[src/rtl/dmem_responder_128x32.sv]
// Synthesizable data-memory responder for the single-cycle MIPS data port.
// Active-low SRAM-style request side, registered read data, optional power-on clear.
module dmem_responder_128x32 #(
    parameter int unsigned DW             = 32,
    parameter int unsigned AW             = 7,
    parameter int unsigned DEPTH          = 128,
    parameter bit          CLEAR_ON_RESET = 1'b1
) (
    input  logic          clk,
    input  logic          rst,
    input  logic          CEN,
    input  logic          WEN,
    input  logic [AW-1:0] A,
    input  logic [DW-1:0] D,
    input  logic          OEN,
    output logic [DW-1:0] Q,
    output logic          busy,
    output logic          addr_err
);

    typedef enum logic [0:0] {
        CLEAR = 1'b0,
        READY = 1'b1
    } state_t;

    // Pointer is one bit wider than the address so DEPTH == 2**AW ends cleanly.
    localparam logic [AW:0] DEPTH_C = (AW+1)'(DEPTH);
    localparam logic [AW:0] LAST_C  = (AW+1)'(DEPTH - 1);

    logic [DW-1:0] mem [0:DEPTH-1];

    state_t        state_q, state_d;
    logic [AW:0]   clrPtr_q, clrPtr_d;
    logic [DW-1:0] rdata_q, rdata_d;
    logic          addrErr_q, addrErr_d;

    logic          memWe;
    logic [AW-1:0] memAddr;
    logic [DW-1:0] memWdata;
    logic          inRange;

    assign inRange = ({1'b0, A} < DEPTH_C);

    always_comb begin
        state_d   = state_q;
        clrPtr_d  = clrPtr_q;
        rdata_d   = rdata_q;
        addrErr_d = 1'b0;
        memWe     = 1'b0;
        memAddr   = A;
        memWdata  = D;

        case (state_q)
            CLEAR: begin
                memWe    = 1'b1;
                memAddr  = clrPtr_q[AW-1:0];
                memWdata = '0;
                clrPtr_d = clrPtr_q + 1'b1;
                if (clrPtr_q == LAST_C) begin
                    state_d  = READY;
                    clrPtr_d = '0;
                end
            end
            READY: begin
                if (!CEN) begin
                    if (!inRange) begin
                        // Out-of-range writes vanish; out-of-range reads return zero.
                        addrErr_d = 1'b1;
                        if (WEN) begin
                            rdata_d = '0;
                        end
                    end else if (!WEN) begin
                        memWe = 1'b1;
                    end else begin
                        rdata_d = mem[A];
                    end
                end
            end
            default: begin
                state_d = READY;
            end
        endcase
    end

    always_ff @(posedge clk) begin
        if (rst) begin
            state_q   <= CLEAR_ON_RESET ? CLEAR : READY;
            clrPtr_q  <= '0;
            rdata_q   <= '0;
            addrErr_q <= 1'b0;
        end else begin
            state_q   <= state_d;
            clrPtr_q  <= clrPtr_d;
            rdata_q   <= rdata_d;
            addrErr_q <= addrErr_d;
        end
    end

    // Storage has no reset so it maps onto block RAM; reset only suppresses the write.
    always_ff @(posedge clk) begin
        if (memWe && !rst) begin
            mem[memAddr] <= memWdata;
        end
    end

    assign Q        = OEN ? '0 : rdata_q;
    assign busy     = (state_q == CLEAR);
    assign addr_err = addrErr_q;

endmodule

[config.mk]
export PLATFORM = sky130hd
export DESIGN_NAME = dmem_responder_128x32
export DESIGN_NICKNAME = d
export VERILOG_FILES = /design/src/rtl/dmem_responder_128x32.sv
export SDC_FILE = /design/constraint.sdc
export NUM_CORES = 2
export LEC_CHECK = 0
export BUFFER_PORTS_ARGS = -buffer_cell sky130_fd_sc_hd__buf_2
export CAP_MARGIN = 15
export CORE_UTILIZATION = 40
export CTS_CLUSTER_SIZE = 24
export DETAILED_ROUTE_END_ITERATION = 7
export GPL_TIMING_DRIVEN = 0
export PLACE_DENSITY = 0.53
export SLEW_MARGIN = 0
export SYNTH_ARGS = -nofsm -noshare
export SYNTH_HDL_FRONTEND = slang
export SYNTH_SLANG_ARGS = --single-unit
[constraint.sdc]
create_clock -name clk -period 4.8 [get_ports clk]
set_input_delay 0.72 -clock clk [delete_from_list [all_inputs] [get_ports clk]]
set_output_delay 0.72 -clock clk [all_outputs]
set_load 0.02 [all_outputs]
## Word level (Yosys, flattened, before mapping)

Memory sizes are Yosys's and may differ from the RTL's. A register that Yosys moved wholly into a read port is not among the register bits.
Cells that the tools add are included.

| storage, ports and cells | value |
|---|---|
| output and inout bits | 34 |
| memories kept | 1 |
| memory bits (writable) | 4096 |
| register bits | 9 |
| input bits | 44 |

| cells by class | value |
|---|---|
| mux-type cells | 11 |
| add/subtract/negate cells | 1 |
| eq/ne operators | 1 |
| bitwise logic cells | 2 |
| reduce and logical (&&, ||, !) cells | 3 |

Memory list:

| name | depth | bits a word | rd ports | clocked after Yosys merged registers in | wr ports | RTL line | RTL |
|---|---|---|---|---|---|---|---|
| mem | 128 | 32 | 1 | 1 | 1 | 30 | `logic [DW-1:0] mem [0:DEPTH-1];` |

Operator list:

| kind | count |
|---|---|
| $mux W32 | 2 |
| $add A8 B1 Y8 const B | 1 |
| $eq A8 B7 Y1 const B | 1 |
| $mux W8 | 1 |
| $mux W7 | 1 |
| $mux W1 | 6 |
| $reduce_and A3 Y1 | 1 |
| $not A1 Y1 | 2 |
| $pmux W1 S2 | 1 |
| $logic_and A1 B1 Y1 | 1 |
| $logic_not A1 Y1 | 1 |

## Depth between registers and ports, before layout

| depth | value |
|---|---|
| word-level depth | 6 |
| mapped depth | 13 |
| depth with buffers taken out | 6 |

## Least setup slack after synthesis

Ideal clock, no wire load.

| path | value |
|---|---|
| path kind | input -> register |
| from | input A[0] |
| to | memory mem[46][0], enable pin |
| required time | 4379 ps |
| path slack | 540 ps |
| stages | 12 |
| buffers on the path | 7 |
| arrival time | 3839 ps |
| cells stage by stage | buf_6 > buf_6 > buf_4 > buf_4 > buf_6 > buf_4 > nor3_1 > a21oi_1 > nor2_1 > nand2_1 > buf_2 > nor2_1 |

| on the way | value |
|---|---|
| word-level cells in the longest chain between the ends | 1 |

Ends and longest elaborated chain:

| item | RTL line | RTL |
|---|---|---|
| from (decl) | 13 | `input logic [AW-1:0] A,` |
| $mux W7 | 53 | `case (state_q)` |
| to (decl) | 30 |  |

Every way passes these cells.

## Worst setup path in the final report

| path | value |
|---|---|
| from | input A[3] |
| to | memory mem[110][29], enable pin |

Same word-level chain as after synthesis.

==> flow_summary.toml <==
[status]
outcome = "finished with violations"
violations = "negative setup slack"

[sta]
tns_ns = -75.27
rsz0062_at_grt = "false"
slew_viol_final = 0
hold_ws_ns = 0.217
worst_slew_pin_slew_ns = 1.44
setup_viol = 622
final.setup_skew_ns = 0.0747
clock.fmax_mhz = 195
hold_violations = 0
fin_ws_ns = -0.322
fin_crit_sh_pct = 107
timing.slew.headroom_pct = 3.91
min_period_ns = 5.12

[detailed_routing]
firstDrtPassIters = 6
wl_um = 649000
first_iter_violations = 16300
wl_per_cell_um = 47.2
via_per_inst = 6.53
via_count = 89900
ant_nets = 0
drc = 0

[critical_path]
reg2regPathDepth = 6
crit_start = "A[3]"
crit_chain = "buf_2, inv_2, buf_2, clkbuf_1, o32ai_2, nand2_1, nor2_4, buf_12"
cp_slowest_cell = "o32ai_2"
ff2ff_setup_slack_ns = -0.11
r2r-end = "mem[110][29]$_DFFE_PP_"
crit_fanout = 17
crit_buf_inv = 5
cp_slowest_stage_delay_ns = 1.09
cpLargestDelayFamily = "buffers and inverters"
crit-reg2reg-launch = "state_q$_SDFF_PP0_"
crit_path_frequent_cell = "buf_2"
cp-end-kind = "register"
start_kind = "primary input"
crit_required_ns = 5.50
critical_path_arrival_ns = 5.82
criticalPathCategory = "in -> reg"

[clock_tree]
cts_buffer_depth = 4
cts.sinks = 4137
cts_htree_levels = 5
worstSkewPairLatency_ns = 1.04
cts_inserted_buffers = 429
clk_root_buffer_cell = "clkbuf_16"
clkTransAtPathRegs_ns = 0.07
cts_tree = "built"

[power]
irDropWorstVdd_mv = 0.299
sw_frac_of_total_pct = 22.6
clkPwrFrac_pct = 43.9
internal_power_mw = 59.7
p_leak_nw = 63.0
power.density_nw_per_um2 = 409
p_total_mw = 77.1
switching_power_mw = 17.4
comb_power_share_pct = 5.3
pwr-share-seq_pct = 50.8

[finish]
drive_gt1_share_pct = 29.6
fill_cells = 32200
post-route-util_pct = 47.6
layout.area.seq_sq_um = 124000
syn_to_final_growth_pct = 18.6
nNetsFinal = 8109
fin_cells = 13800
layout_commonest_cell = "edfxtp_1"
multi_input_area_sq_um = 33800
post-route-cell-area_sq_um = 188000
final_cell_mix = "edfxtp_1, mux4_2, clkbuf_16"

[min_path]
hold_depth = 4
hold_class = "in -> reg"
min_from = "WEN"
hold_path_end = "rdata_q[21]$_SDFFE_PP0P_"

[die]
io_pins = 78
core-area_sq_um = 396000
initial_core_util_pct = 40.1
die_h_um = 632
die_area_sq_um = 400000
die_x_um = 632
rows = 231

[place]
dpl_worst_slack_ns = -1.79
placed_area_sq_um = 172000
dp_hpwl_um = 445000
gp_congestion = 1.02
io_buffer_count = 72
dp.cells = 12800

[global_route]
grt_usage_pct = 32.1
grt_util_met1_pct = 40.7
grt_pass1_wl_um = 832000
antenna_found_initial = 94
met2_usage_pct = 47.6
use_met3_pct = 9.90
grt.busiest_layer = "met2"
grt_max_degree = 107
grt_pass1_vias = 83900
grt_overflow = 0

[logic_synthesis]
netlist_area_sq_um = 159000
syn-num-nets = 7229
ys_types = 75
yosysWarnings = 0
synth_edf_count = 4096
synth_seq_cells = 4137
syn_inst = 7184
synth_flop_cell = "edfxtp_1"
ys_async_sr_fraction_pct = 0
synth_area_per_cell_sq_um = 22.1
synth_seq_area_share_pct = 77.9

[run]
maxCapViolations = 0
[flip-flops by register name (all words and copies together), names as in the netlist]
name      count
clrPtr_q      8
mem        4096
rdata_q      32
state_q       1
[kinds of logic after synthesis]
group / count (synthesis) / share of synthesized area [%]
AOI/OAI and AO/OA: 651 / 2.91
buffers and inverters: 422 / 1.52
DFF: 4137 / 77.9
and+or+nand+nor: 686 / 2.10
muxes: 1281 / 15.5
adders and majority gates: 1 / 0.00787
xor gates and xnor gates: 5 / 0.0276
other: 1 / 0.00236
[tightest hold or removal path: stages]
cell and delay (ns):
buf_2 0.19, nand3b_1 0.19, nand2_1 0.07, nand3_1 0.06
[synthesized netlist by cell type (all sizes together), types with 4 or more instances]
cell,n,share of area (%)
nand3,66,0.21
buf,268,1.2
o221ai,30,0.17
o22ai,110,0.43
a32o,10,0.063
mux4,942,13
a221oi,30,0.17
o21ai,44,0.14
a311oi,5,0.028
a22oi,140,0.66
o31ai,6,0.028
inv,5,0.012
o211ai,5,0.024
o311a,4,0.025
mux2i,338,2.1
o22a,18,0.099
o311ai,8,0.044
nor2,218,0.52
nor4,15,0.059
a22o,12,0.066
and3,18,0.071
nand4,32,0.13
nor3,17,0.054
and2,47,0.19
or3,25,0.098
or4,5,0.024
nand2,148,0.35
nand3b,19,0.090
a211o,11,0.061
a21oi,91,0.29
a221o,4,0.025
a2111oi,24,0.13
edfxtp,4096,77
clkbuf,147,0.35
or2,7,0.028
nor2b,46,0.18
a31oi,39,0.15
a211oi,30,0.14
nand2b,11,0.043
dfxtp,41,0.52
a32oi,14,0.077
[power by group through the flow]
stage / registers (mW) / logic, mW / clock network (mW)
after detailed placement: 39.9 / 3.91 / 0
after CTS: 39.2 / 3.93 / 33.9
final: 39.2 / 4.10 / 33.8
after global routing: 39.1 / 4.02 / 35.2
after floorplan: 39.9 / 1.78 / 0
after global placement: 39.9 / 3.76 / 0
[layout make-up]
type | instances | area share [%]
inverter | 7 | 0.0146
tap | 5242 | 3.48
sequential | 4137 | 65.7
clock buffer | 504 | 5.97
buffer | 414 | 1.30
clock inverter | 291 | 1.49
antenna | 97 | 0.129
timing repair buffer | 450 | 3.94
multi-input combinational | 2625 | 17.9
[per-layer routing]
layer	vias up	share of wire, %
met5	-	0.070
met4	46	8.2
met3	1713	13
met2	7222	44
met1	48300	35
li1	32600	-
[timing repair]
item | 4_1_cts | 5_1_grt
buffers inserted | 91 | 27
hold buffers | 0 | 0
resized for setup | 12 | 4
setup endpoints to repair | 1564 | 271
pin swaps | 51 | 11
[worst max-delay path by stage]
stage                     cells after the start  slack (ns)                     end
after floorplan                              12        0.54    mem[46][0]$_DFFE_PP_
after global placement                        7       -4.91    mem[45][1]$_DFFE_PP_
after detailed placement                      9       -1.79    mem[61][7]$_DFFE_PP_
after CTS                                    10      0.0002  mem[122][31]$_DFFE_PP_
after global routing                          9        0.03    mem[30][3]$_DFFE_PP_
final                                         8       -0.32  mem[110][29]$_DFFE_PP_
Power figures use the tool's default switching activity.
